<file path="src/rtl/riscv_pkg.sv">
// Shared types and encodings for the multicycle RISC-V control path.
package riscv_pkg;

  typedef enum logic [2:0] {
    FETCH,
    DECODE,
    EXECUTE,
    MEM,
    WRITEBACK,
    HALT
  } state_t;

  localparam logic [6:0] OP_R   = 7'b0110011;
  localparam logic [6:0] OP_I   = 7'b0010011;
  localparam logic [6:0] OP_LW  = 7'b0000011;
  localparam logic [6:0] OP_SW  = 7'b0100011;
  localparam logic [6:0] OP_BEQ = 7'b1100011;

  localparam logic [1:0] ALUOP_ADD   = 2'b00;
  localparam logic [1:0] ALUOP_SUB   = 2'b01;
  localparam logic [1:0] ALUOP_FUNCT = 2'b10;

  function automatic logic op_supported(input logic [6:0] op);
    case (op)
      OP_R, OP_I, OP_LW, OP_SW, OP_BEQ: op_supported = 1'b1;
      default:                          op_supported = 1'b0;
    endcase
  endfunction

endpackage

</file>
<file path="src/rtl/mem_wait_timer.sv">
// Counts memory wait cycles; timeout flags MEM_TIMEOUT cycles without ready.
module mem_wait_timer #(
  parameter int unsigned MEM_TIMEOUT = 255
) (
  input  logic clk,
  input  logic rst,
  input  logic clear,
  input  logic ready,
  output logic timeout
);

  localparam int unsigned W = (MEM_TIMEOUT < 2) ? 1 : $clog2(MEM_TIMEOUT + 1);

  logic [W-1:0] cnt;

  assign timeout = (cnt == W'(MEM_TIMEOUT));

  // Saturates at the limit so timeout stays asserted until cleared.
  always_ff @(posedge clk or posedge rst) begin
    if (rst) begin
      cnt <= '0;
    end else if (clear) begin
      cnt <= '0;
    end else if (!ready && !timeout) begin
      cnt <= cnt + 1'b1;
    end
  end

endmodule

</file>
<file path="src/rtl/multicycle_ctrl.sv">
// Multicycle control FSM: fetch/decode/execute/mem/writeback with memory
// timeout detection and a retired-instruction counter.
module multicycle_ctrl
  import riscv_pkg::*;
#(
  parameter int unsigned MEM_TIMEOUT = 255,
  parameter int unsigned CNT_W       = 32
) (
  input  logic             clk,
  input  logic             rst,
  input  logic [6:0]       opcode,
  input  logic             zero,
  input  logic             mem_ready,
  output logic             mem_req,
  output logic             MemRead,
  output logic             MemWr,
  output logic             ir_we,
  output logic             pc_we,
  output logic             PCSrc,
  output logic             RegWr,
  output logic             ALUSrc,
  output logic             MemtoReg,
  output logic [1:0]       ALUOp,
  output logic             illegal,
  output logic             bus_err,
  output logic             halted,
  output logic [CNT_W-1:0] retired
);

  state_t     state_q, state_d;
  logic [6:0] op_q;
  logic       retire;
  logic       timeout;
  logic       wait_clear;

  // The counter is held at zero outside the two waiting states, so it
  // always starts from zero when FETCH or MEM is entered.
  assign wait_clear = !((state_q == FETCH) || (state_q == MEM)) || mem_ready;

  mem_wait_timer #(
    .MEM_TIMEOUT(MEM_TIMEOUT)
  ) u_timer (
    .clk    (clk),
    .rst    (rst),
    .clear  (wait_clear),
    .ready  (mem_ready),
    .timeout(timeout)
  );

  always_ff @(posedge clk or posedge rst) begin
    if (rst) begin
      state_q <= FETCH;
      op_q    <= '0;
      retired <= '0;
    end else begin
      state_q <= state_d;
      if (state_q == DECODE) op_q <= opcode;
      if (retire) retired <= retired + 1'b1;
    end
  end

  // Decoding is gated by rst so strobes drop asynchronously even though
  // the reset state itself (FETCH) would otherwise drive mem_req.
  always_comb begin
    state_d  = state_q;
    retire   = 1'b0;
    mem_req  = 1'b0;
    MemRead  = 1'b0;
    MemWr    = 1'b0;
    ir_we    = 1'b0;
    pc_we    = 1'b0;
    PCSrc    = 1'b0;
    RegWr    = 1'b0;
    ALUSrc   = 1'b0;
    MemtoReg = 1'b0;
    ALUOp    = ALUOP_ADD;
    illegal  = 1'b0;
    bus_err  = 1'b0;
    halted   = 1'b0;
    if (!rst) begin
      case (state_q)
        FETCH: begin
          mem_req = 1'b1;
          MemRead = 1'b1;
          if (mem_ready) begin
            ir_we   = 1'b1;
            pc_we   = 1'b1;
            state_d = DECODE;
          end else if (timeout) begin
            bus_err = 1'b1;
            state_d = HALT;
          end
        end
        DECODE: begin
          if (op_supported(opcode)) begin
            state_d = EXECUTE;
          end else begin
            illegal = 1'b1;
            state_d = FETCH;
          end
        end
        EXECUTE: begin
          case (op_q)
            OP_R: begin
              ALUOp   = ALUOP_FUNCT;
              state_d = WRITEBACK;
            end
            OP_I: begin
              ALUOp   = ALUOP_FUNCT;
              ALUSrc  = 1'b1;
              state_d = WRITEBACK;
            end
            OP_LW, OP_SW: begin
              ALUSrc  = 1'b1;
              state_d = MEM;
            end
            OP_BEQ: begin
              ALUOp   = ALUOP_SUB;
              pc_we   = zero;
              PCSrc   = zero;
              retire  = 1'b1;
              state_d = FETCH;
            end
            default: state_d = FETCH;
          endcase
        end
        MEM: begin
          mem_req = 1'b1;
          MemRead = (op_q == OP_LW);
          MemWr   = (op_q == OP_SW);
          if (mem_ready) begin
            if (op_q == OP_LW) begin
              state_d = WRITEBACK;
            end else begin
              retire  = 1'b1;
              state_d = FETCH;
            end
          end else if (timeout) begin
            bus_err = 1'b1;
            state_d = HALT;
          end
        end
        WRITEBACK: begin
          RegWr    = 1'b1;
          MemtoReg = (op_q == OP_LW);
          retire   = 1'b1;
          state_d  = FETCH;
        end
        HALT: halted = 1'b1;
        default: state_d = FETCH;
      endcase
    end
  end

endmodule

</file>
<file path="config.mk">
export PLATFORM = sky130hd
export DESIGN_NAME = multicycle_ctrl
export DESIGN_NICKNAME = d
export VERILOG_FILES = /design/src/rtl/riscv_pkg.sv /design/src/rtl/mem_wait_timer.sv /design/src/rtl/multicycle_ctrl.sv
export SDC_FILE = /design/constraint.sdc
export NUM_CORES = 1
export LEC_CHECK = 0
export CORE_MARGIN = 3
export CORE_UTILIZATION = 52
export DETAILED_ROUTE_END_ITERATION = 10
export HOLD_SLACK_MARGIN = 0.06
export PLACE_DENSITY = 0.8
export REMOVE_ABC_BUFFERS = 1
export SYNTH_ARGS = -nofsm -noshare
export SYNTH_HDL_FRONTEND = slang
export SYNTH_HIERARCHICAL = 1
export SYNTH_SLANG_ARGS = --single-unit
</file>
<file path="constraint.sdc">
create_clock -name clk -period 2.25 [get_ports clk]
set_clock_uncertainty 0.2 [all_clocks]
set_input_delay 0.225 -clock clk [delete_from_list [all_inputs] [get_ports clk]]
set_output_delay 0.225 -clock clk [all_outputs]
set_load 0.01 [all_outputs]
</file>
# Word level (Yosys, flattened, before mapping)
# Index checks and enable logic that the tools add are counted.
# totals
memories	0
inputBits	11
ram_bits	0
latch_bits	0
ff_bits	50
romBits	0
wordCells	88
# classes
eq_ne	16
n_mux	50
reduce_logical	14
multipliers	0
n_bitwise	2
addsub	2
order_cmp	0
div	0
shift	0
# op_table
op	n
$mux W1	35
$add A32 B1 Y32 const B	1
$eq A7 B6 Y1 const B	4
$mux W8	2
$pmux W3 S5	1
$eq A7 B2 Y1 const B	2
$eq A7 B5 Y1 const B	2
$eq A7 B7 Y1 const B	2
$mux W3	4
$add A8 B1 Y8 const B	1
$eq A8 B8 Y1 const B	1
$eq A3 B2 Y1 const B	2
$eq A3 B3 Y1 const B	2
$mux W2	3
$pmux W3 S2	1
$reduce_or A2 Y1	3
$reduce_or A5 Y1	1
$pmux W1 S2	2
$pmux W2 S2	1
$eq A3 B1 Y1 const B	1
$logic_not A1 Y1	3
$logic_not A3 Y1	1
$pmux W1 S3	1
$reduce_or A3 Y1	1
5 further kinds	7

# Depth between registers and ports, before layout
# Gate-level depths: netlist of run 1.
# logic_depth
ltp_word	8
ltp_mapped	9
ltp_nobuf	8

# Modules after synthesis
# Netlist of run 1, hierarchy kept.
# modules_own_cells
module	cells_per_inst	area_per_inst_um2	instances
multicycle_ctrl	228	2364.8	1
mem_wait_timer	51	508.0	1

# Least setup slack after synthesis of run 1
# No wires, ideal clock.
# synth_path
path_kind	register to register
startpoint	register state_q[0]
endpoint	register retired[10]
setup_slack_ns	0.184
synth_period_minus_slack_ns	2.066
stages_incl_launch_ff	7
setup_time_ns	0.079
arrival_ns	1.787
cell_sequence	dfrtp_1 -> or2_1 -> nor4_4 -> a211oi_2 -> buf_6 -> nor4_2 -> xor2_1
# synth_via
elab_chain_len	3
word_cells_on_any_way	5
classes_between	3 x eq/ne; 2 x mux
# synth_lines
element	line_no	text
start, declared	multicycle_ctrl.sv:30	state_t state_q, state_d;
start signal, assigned	multicycle_ctrl.sv:56	state_q <= state_d;
$eq A3 B3 Y1 / $eq A3 B2 Y1 (equally long branches)	multicycle_ctrl.sv:81	case (state_q)
$pmux W1 S3 (*)	multicycle_ctrl.sv:81	
$mux W1 (*)	multicycle_ctrl.sv:80	if (!rst) begin
end signal, assigned	multicycle_ctrl.sv:58	if (retire) retired <= retired + 1'b1;
end, declared	multicycle_ctrl.sv:27	output logic [CNT_W-1:0] retired
# Every way passes the cells marked *; elsewhere a longest branch is shown, timed or not.
# A chain may end at the register's enable or synchronous reset.

# Worst setup path in the final report of run 1
# layout_path
startpoint	register state_q[0]
endpoint	output MemtoReg
# layout_via
elab_chain_len	3
# layout_lines
element	line_no	text
$eq A3 B3 Y1	multicycle_ctrl.sv:81	
$mux W1	multicycle_ctrl.sv:81	
$mux W1	multicycle_ctrl.sv:80	
end, declared	multicycle_ctrl.sv:22	output logic MemtoReg,
# No other way between the ends.

==> results.sh, run 1 <==
export IMPL_status="completed"
export IMPL_hpwl_um=5084
export IMPL_ys_warn_count=6
export IMPL_cts_buffer_depth=2
export IMPL_layout_cells_non_filler=441
export IMPL_netlist_instances=279
export IMPL_finalPower_mw=2.168
export IMPL_ant_nets=0
export IMPL_grt_antenna_before_repair=0
export IMPL_clock_sinks=50
export IMPL_ios=57
export IMPL_synth_avg_cell_area_um2=10.30
export IMPL_dr_total_vias=2525
export IMPL_critPathMaxFanout=6
export IMPL_tritoncts="done"
export IMPL_drtPass1Iterations=4
export IMPL_drive_gt1_share_pct=25.61
export IMPL_grt_pass1_vias=2534
export IMPL_hold_buffers=0
export IMPL_reg2reg_slack_ns=0.07
export IMPL_relSlewSlack_pct=69.63
export IMPL_insertion_delay_ns=0.31
export IMPL_syn_cell_area_mm2=0.002873
export IMPL_gp_congestion=0.8806
export IMPL_rows=26
export IMPL_grt_pass1_wl_um=11960
export IMPL_worstHoldPathType="primary input to async pin"
export IMPL_die_h_um=80.33
export IMPL_stdcell_area_mm2=0.003976
export IMPL_finalSetupViolations=0
export IMPL_hold_viol_final=0
export IMPL_end_kind="primary output"
export IMPL_ir_worst_vdd_uv=458.3
export IMPL_synth_ff_type="dfrtp_1"
export IMPL_drc=0
export IMPL_r2r_end="retired[10]"
export IMPL_cap_violations=0
export IMPL_cp_start_kind="flip-flop"
export IMPL_async_flop_share_pct=100.0
export IMPL_grt_overflow_total=0
export IMPL_dieArea_mm2=0.006452
export IMPL_antennaDiodeCount=0
export IMPL_die_w_um=80.33
export IMPL_synth_area_leaders="dfrtp_1 44%, xor2_1 6.7%, nand4_1 3.3%, mux2_2 3.1%, nor4_2 3.0%"
export IMPL_arrival_ns=1.76
export IMPL_portBuffers=56
export IMPL_placed_cells=424
export IMPL_drt_iter0_drc=135
export IMPL_synth_edf_count=0
export IMPL_via_per_inst=5.726
export IMPL_area_growth_pct=38.41
export IMPL_rr_startpoint="state_q[2]"
export IMPL_power_leakage_nw=1.773
export IMPL_yosysTopAreaCell="dfrtp_1"
export IMPL_wl_um=7359
export IMPL_yosysMostFrequentCell="dfrtp_1"
export IMPL_path_clk_slew_ns=0.09
export IMPL_grt_max_degree=40
export IMPL_cts_htree_levels=2
export IMPL_r2r_cells=7
export IMPL_synth_seq_cells=50
export IMPL_synth_top_area_share_pct=43.55
export IMPL_max_freq_mhz=456.7
export IMPL_period_needed_ns=2.189
export IMPL_nFillCells=359
export IMPL_setup_slack_ns=0.06060
export IMPL_place_ws_ns=-0.1137
export IMPL_tightest_slew_ns=0.4542
export IMPL_required_ns=1.82
export IMPL_synth_cell_types=52
export IMPL_seq_area_frac_synth_pct=43.55
export IMPL_grt_util_all_layers_pct=23.48
export IMPL_routedWlPerCell_um=16.69
export IMPL_cellPowerDensity_mw_per_mm2=545.2
export IMPL_synth_common_cells="50 x dfrtp_1, 22 x nand2_1, 22 x xor2_1"
export IMPL_nNetsFinal=384
export IMPL_cts_buffers=5
export IMPL_critical_path_class="flip-flop to primary output"
export IMPL_core_mm2=0.005238
export IMPL_period_share_pct=97.31
export IMPL_maxSlewViolCount=0
export IMPL_start_util_pct=54.85
export IMPL_cts_root_buf="clkbuf_8"
export IMPL_placed_area_mm2=0.003712
area by class of cell:
| cell class | instances | area, µm² | share of cell area, % |
|---|---|---|---|
| clock buffer | 5 | 68.82 | 1.731 |
| inverter | 9 | 33.78 | 0.8496 |
| timing repair buffer | 99 | 882.1 | 22.18 |
| tap | 70 | 87.58 | 2.203 |
| multi-input combinational | 206 | 1635 | 41.13 |
| clock inverter | 2 | 13.76 | 0.3461 |
| sequential | 50 | 1255 | 31.56 |
where the power goes:
| group | switching, mW | internal [mW] |
|---|---|---|
| Clock | 0.307 | 0.216 |
| Sequential | 0.114 | 0.977 |
| Combinational | 0.271 | 0.284 |
| Total | 0.692 | 1.48 |
per-layer routing:
| layer | vias up | routed length, µm | global-route usage [%] |
|---|---|---|---|
| met5 | - | 0 | 0 |
| met2 | 67 | 3591 | 37.50 |
| met3 | 18 | 359 | 5.381 |
| met4 | 0 | 156 | 7.601 |
| li1 | 1193 | - | - |
| met1 | 1247 | 3251 | 31.51 |
per-stage QoR:
stage | setup TNS, ns | hold WS, ns | utilization, %
after floorplan | -5.992 | -0.1593 | -
after global placement | -0.3189 | 0.2759 | 70.88
after detailed placement | -0.8775 | 0.2827 | 70.88
after CTS | 0 | 0.2415 | 73.55
after global routing | -1.464 | 0.3076 | 75.92
final | 0 | 0.2846 | 75.92
layout by cell type (no fill, tap or decap), types with 3 or more instances in the layout:
cell type / count
and4_4: 3
mux2_2: 8
nand4_1: 15
xnor2_1: 10
nor4_2: 3
clkdlybuf4s50_1: 42
dlygate4sd2_1: 9
dfrtp_2: 3
nor2b_1: 3
xor2_1: 22
nand2_1: 22
inv_1: 9
and3_1: 4
nand2b_1: 8
nor4_4: 9
buf_4: 41
nand3_1: 10
nor3_1: 15
nor4_1: 3
a21oi_1: 7
a211oi_1: 5
clkbuf_2: 3
dfrtp_1: 47
or3_4: 3
clkbuf_8: 5
nor2_1: 17
worst max-delay path by stage:
stage | cells past startpoint | endpoint | from | slack (ns)
after floorplan | 5 | retired[15] | state_q[1] | -0.31
after global placement | 5 | PCSrc | rst | -0.08
after detailed placement | 5 | PCSrc | rst | -0.11
after CTS | 5 | retired[30] | retired[10] | 0.008
after global routing | 7 | retired[23] | state_q[2] | -0.09
final | 5 | MemtoReg | state_q[0] | 0.06
critical path: stages, from the launching register on:
cell and delay, ns:
dfrtp_2 0.43, buf_4 0.15, buf_4 0.16, nor4_4 0.24
and3_1 0.21, dlygate4sd2_1 0.27
repair_timing:
item | in CTS | in global routing
gates resized for setup | 21 | 26
buffers inserted | 8 | 2
pin swaps | 2 | 6
setup endpoints to repair | 14 | 23
sequential cells by signal (all words and copies together), names as in the netlist:
signal	cells
op_q	7
retired	32
state_q	3
u_timer/cnt	8
logic make-up (layout without fill, tap and decap cells):
| logic type | Yosys count | after routing | synth area share, % |
|---|---|---|---|
| mux | 11 | 11 | 4.268 |
| buf+inv | 23 | 115 | 4.007 |
| fa+ha+maj | 2 | 2 | 0.8709 |
| simple gates | 135 | 135 | 30.49 |
| flops | 50 | 50 | 43.55 |
| xor+xnor | 32 | 32 | 9.756 |
| compound gates | 26 | 26 | 7.056 |
Note: power is estimated with default switching activity, not from simulation.
==> run 2, diff against run 1 <==
- RECOVER_POWER: unset -> 100
==> results.sh, run 2 (synthesized netlist as in run 1, its figures left out) <==
export IMPL_status="completed"
export IMPL_pwr_share_comb_pct=25.3
export IMPL_clkPwrFrac_pct=24.2
export IMPL_start_util_pct=54.85
export IMPL_hold_viol_final=0
export IMPL_power_frac_seq_pct=50.4
export IMPL_drt_iter0_drc=168
export IMPL_final_cell_mix="47 x dfrtp_1, 41 x buf_4, 26 x clkdlybuf4s50_1, 22 x nand2_1, 22 x xor2_1"
export IMPL_finalPower_mw=2.162
export IMPL_largest_reg_flops=32
export IMPL_end_kind="flip-flop"
export IMPL_cts_buffers=5
export IMPL_grt_antenna_before_repair=0
export IMPL_grt_pass1_wl_um=11960
export IMPL_crit_end="retired[10]"
export IMPL_tritoncts="done"
export IMPL_drive_gt1_share_pct=25.61
export IMPL_die_w_um=80.33
export IMPL_setup_tns_ns=0
export IMPL_grt_pass1_vias=2534
export IMPL_hold_buffers=0
export IMPL_critPathLaunch="state_q[2]"
export IMPL_finalSetupViolations=0
export IMPL_nFillCells=361
export IMPL_place_ws_ns=-0.1137
export IMPL_fin_util_pct=75.63
export IMPL_cellPowerDensity_mw_per_mm2=545.8
export IMPL_grt_overflow_total=0
export IMPL_regMostFlops="retired"
export IMPL_routedWlPerCell_um=16.70
export IMPL_clock_sinks=50
export IMPL_cts_htree_levels=2
export IMPL_ios=57
export IMPL_required_ns=2.29
export IMPL_hpwl_um=5084
export IMPL_dieArea_mm2=0.006452
export IMPL_grt_util_all_layers_pct=23.48
export IMPL_critPathMaxFanout=23
export IMPL_setup_slack_ns=0.06206
export IMPL_wl_um=7366
export IMPL_max_freq_mhz=457.1
export IMPL_dr_total_vias=2526
export IMPL_antennaDiodeCount=0
export IMPL_cts_root_buf="clkbuf_8"
export IMPL_via_per_inst=5.728
export IMPL_switching_share_pct=32.03
export IMPL_cp_start_kind="flip-flop"
export IMPL_period_share_pct=97.24
export IMPL_power_internal_mw=1.469
export IMPL_worstHoldPathType="primary input to async pin"
export IMPL_core_mm2=0.005238
export IMPL_ant_nets=0
export IMPL_tightest_slew_ns=0.9249
export IMPL_period_needed_ns=2.188
export IMPL_gp_congestion=0.8806
export IMPL_insertion_delay_ns=0.31
export IMPL_path_clk_slew_ns=0.10
export IMPL_final_common_cell="dfrtp_1"
export IMPL_reg2reg_slack_ns=0.06
export IMPL_area_growth_pct=37.89
export IMPL_ir_worst_vdd_uv=460.8
export IMPL_power_switching_uw=692.6
export IMPL_portBuffers=56
export IMPL_power_leakage_nw=1.792
export IMPL_drc=0
export IMPL_r2r_end="retired[10]"
export IMPL_r2r_cells=7
export IMPL_relSlewSlack_pct=38.34
export IMPL_rr_startpoint="state_q[2]"
export IMPL_arrival_ns=2.23
export IMPL_grt_max_degree=40
export IMPL_rows=26
export IMPL_maxSlewViolCount=0
export IMPL_cts_buffer_depth=2
export IMPL_nNetsFinal=384
export IMPL_critical_path_class="flip-flop to flip-flop"
export IMPL_cap_violations=0
export IMPL_die_h_um=80.33
export IMPL_top_regs="retired: 32 flops, u_timer/cnt: 8 flops, op_q: 7 flops"
export IMPL_drtPass1Iterations=4
## run 2: repair_timing
item                       in CTS  in global routing
setup buffers                   8                  2
pin swaps                       2                  6
gates resized for setup        21                 26
setup endpoints to repair      14                 23
## run 2: power groups by stage
stage	combinational, mW	clock [mW]	sequential (mW)
after floorplan	0.231	0	1.11
after global placement	0.498	0	1.10
after detailed placement	0.512	0	1.10
after CTS	0.532	0.531	1.08
after global routing	0.594	0.569	1.10
final	0.548	0.524	1.09
## run 2: per-layer routing
metal  vias to the layer above  wire, µm  GRT usage (%)
li1                       1198         -              -
met1                      1236      3325          31.51
met2                        71      3542          37.50
met3                        21       315          5.381
met4                         0       182          7.601
met5                         -         0              0
## run 2: area by class of cell
class / instances / area, µm² / area share [%]
Clock buffer: 5 / 68.82 / 1.737
Clock inverter: 2 / 13.76 / 0.3474
Inverter: 9 / 33.78 / 0.8528
Multi-Input combinational cell: 206 / 1635 / 41.28
Sequential cell: 50 / 1255 / 31.68
Tap cell: 70 / 87.58 / 2.211
Timing Repair Buffer: 99 / 867.1 / 21.89
## run 2: worst max-delay path, cell delays in order (launching register included)
cell	delay [ns]
dfrtp_2	0.46
buf_4	0.16
nand2b_1	0.22
nor3_2	0.27
a211oi_2	0.13
buf_12	0.19
nor4_2	0.31
xor2_1	0.17
## run 2: stage by stage
stage,cell area (µm²),hold slack [ns],cells
3_5_place_dp,3712,0.2827,424
4_1_cts,3852,0.2415,439
5_1_grt,3961,0.2827,441
3_3_place_gp,3712,0.2759,424
6_report,3961,0.2570,441
2_1_floorplan,2791,-0.1593,265
## run 2: worst min-delay path by stage
stage	endpoint	depth (start not counted)
2_1_floorplan	u_timer/cnt[0]	1
3_3_place_gp	retired[31]	1
3_5_place_dp	retired[21]	1
4_1_cts	op_q[4]	3
5_1_grt	op_q[4]	3
6_report	op_q[4]	3
==> run 3, diff against run 2 <==
- PLACE_DENSITY: 0.8 -> 0.83
==> results.sh, run 3 (synthesized netlist as in run 1, its figures left out) <==
export IMPL_final_common_cell="dfrtp_1"
export IMPL_violations="setup timing"
export IMPL_cap_violations=0
export IMPL_grt_util_all_layers_pct=24.71
export IMPL_maxSlewViolCount=0
export IMPL_path_clk_slew_ns=0.09
export IMPL_grt_pass1_wl_um=12450
export IMPL_top_regs="retired: 32 flops, u_timer/cnt: 8 flops, op_q: 7 flops"
export IMPL_portBuffers=56
export IMPL_routedWlPerCell_um=18.12
export IMPL_grt_overflow_total=0
export IMPL_period_share_pct=101.7
export IMPL_die_h_um=80.33
export IMPL_ios=57
export IMPL_layout_cells_non_filler=445
export IMPL_cp_start_kind="flip-flop"
export IMPL_largest_reg_flops=32
export IMPL_die_w_um=80.33
export IMPL_drt_iter0_drc=152
export IMPL_rsz0062_at_grt="true"
export IMPL_insertion_delay_ns=0.30
export IMPL_critPathMaxFanout=6
export IMPL_nFillCells=323
export IMPL_ff_latch_area_mm2=0.001255
export IMPL_regMostFlops="retired"
export IMPL_end_kind="flip-flop"
export IMPL_cellPowerDensity_mw_per_mm2=523.1
export IMPL_hold_buffers=0
export IMPL_critical_path_class="flip-flop to flip-flop"
export IMPL_finalSetupViolations=9
export IMPL_core_mm2=0.005238
export IMPL_setup_tns_ns=-0.2024
export IMPL_wl_um=8064
export IMPL_cts_buffer_depth=2
export IMPL_setup_slack_ns=-0.03757
export IMPL_arrival_ns=2.31
export IMPL_area_growth_pct=44.86
export IMPL_placed_cells=421
export IMPL_via_per_inst=5.953
export IMPL_grt_pass1_vias=2605
export IMPL_multi_input_area_mm2=0.001749
export IMPL_status="complete, but fails checks"
export IMPL_dr_total_vias=2649
export IMPL_wl_met3_um=308
export IMPL_worstHoldPathType="flip-flop to flip-flop"
export IMPL_drc=0
export IMPL_clock_sinks=50
export IMPL_max_freq_mhz=437.1
export IMPL_ir_worst_vdd_uv=456.4
export IMPL_required_ns=2.27
export IMPL_drive_gt1_share_pct=30.93
export IMPL_nNetsFinal=388
export IMPL_dr_wl_met2_um=4160
export IMPL_drtPass1Iterations=4
export IMPL_antennaDiodeCount=0
export IMPL_period_needed_ns=2.288
export IMPL_grt_antenna_before_repair=0
export IMPL_gp_congestion=0.9152
export IMPL_hpwl_um=5221
export IMPL_start_util_pct=54.85
export IMPL_cts_root_buf="clkbuf_8"
export IMPL_hold_viol_final=0
export IMPL_rows=26
export IMPL_cts_htree_levels=2
export IMPL_highest_layer="met4"
export IMPL_drt_met1_wl_um=3390
export IMPL_power_leakage_nw=1.963
export IMPL_ant_nets=0
export IMPL_grt_max_degree=39
export IMPL_tritoncts="done"
export IMPL_tightest_slew_ns=0.9211
export IMPL_dieArea_mm2=0.006452
export IMPL_final_cell_mix="47 x dfrtp_1, 40 x buf_4, 28 x clkdlybuf4s50_1, 22 x xor2_1, 20 x nand2_1"
export IMPL_relSlewSlack_pct=38.59
export IMPL_cts_buffers=5
-- run 3: cell count changes in the layout (fill, tap and decap cells not counted), moves of 3 or more --
cell	change
dlygate4sd2_1	-5
nor3_2	+3
nor3_1	-9
nor3_4	+6
-- run 3: power by group --
| part | internal [mW] | switching [mW] |
|---|---|---|
| clock network | 0.215 | 0.301 |
| registers | 0.977 | 0.124 |
| logic | 0.286 | 0.274 |
-- run 3: worst max-delay path: stages (launching register included) --
cell and delay (ns):
dfrtp_2 0.44, buf_6 0.13, buf_4 0.13, nand2b_4 0.16
nor3_2 0.21, buf_4 0.17, a211oi_4 0.10, buf_12 0.16
nor3_1 0.29, xor2_1 0.21
-- run 3: cell type report --
type	count	area share (%)
clock inverter	2	0.3307
clock buffer	5	1.654
multi-input combinational	206	42.03
timing repair buffer	103	22.91
sequential	50	30.16
tap	70	2.105
inverter	9	0.8118
-- run 3: path summary, 6_finish.rpt --
check | cells past startpoint | slack (ns) | endpoint | start
worst max-delay path | 9 | -0.04 | retired[23] | state_q[2]
worst min-delay path | 1 | 0.29 | retired[4] | retired[4]
worst max register to register | 9 | -0.04 | retired[23] | state_q[2]
worst min register to register | 1 | 0.29 | retired[4] | retired[4]
max in group asynchronous | 4 | 0.41 | op_q[4] | rst
min in group asynchronous | 3 | 0.31 | state_q[1] | rst
-- run 3: metrics by stage --
stage | worst slack [ns] | instance area (µm²) | utilization [%] | total power, mW | hold slack, ns
detailed placement | -0.1895 | 3697 | 70.59 | 1.608 | 0.2639
global route | -0.1258 | 4161 | 79.46 | 2.294 | 0.3132
global placement | -0.06705 | 3697 | 70.59 | 1.587 | 0.2574
finish | -0.03757 | 4161 | 79.46 | 2.177 | 0.2927
CTS | -0.1825 | 3923 | 74.89 | 2.138 | 0.2148
floorplan | -0.3149 | 2791 | - | 1.338 | -0.1593
-- run 3: timing repair --
action | 4_1_cts | 5_1_grt
pin swaps | 5 | 20
endpoints found under the hold margin | 0 | 0
buffers inserted | 3 | 12
cloned | 1 | 1
endpoints found under the setup margin | 26 | 25
gates resized for setup | 44 | 36
-- run 3: per-layer routing --
metal,GRT usage (%),vias to the layer above
met3,4.148,18
li1,-,1208
met4,9.291,0
met2,40.81,78
met5,0,-
met1,32.44,1345
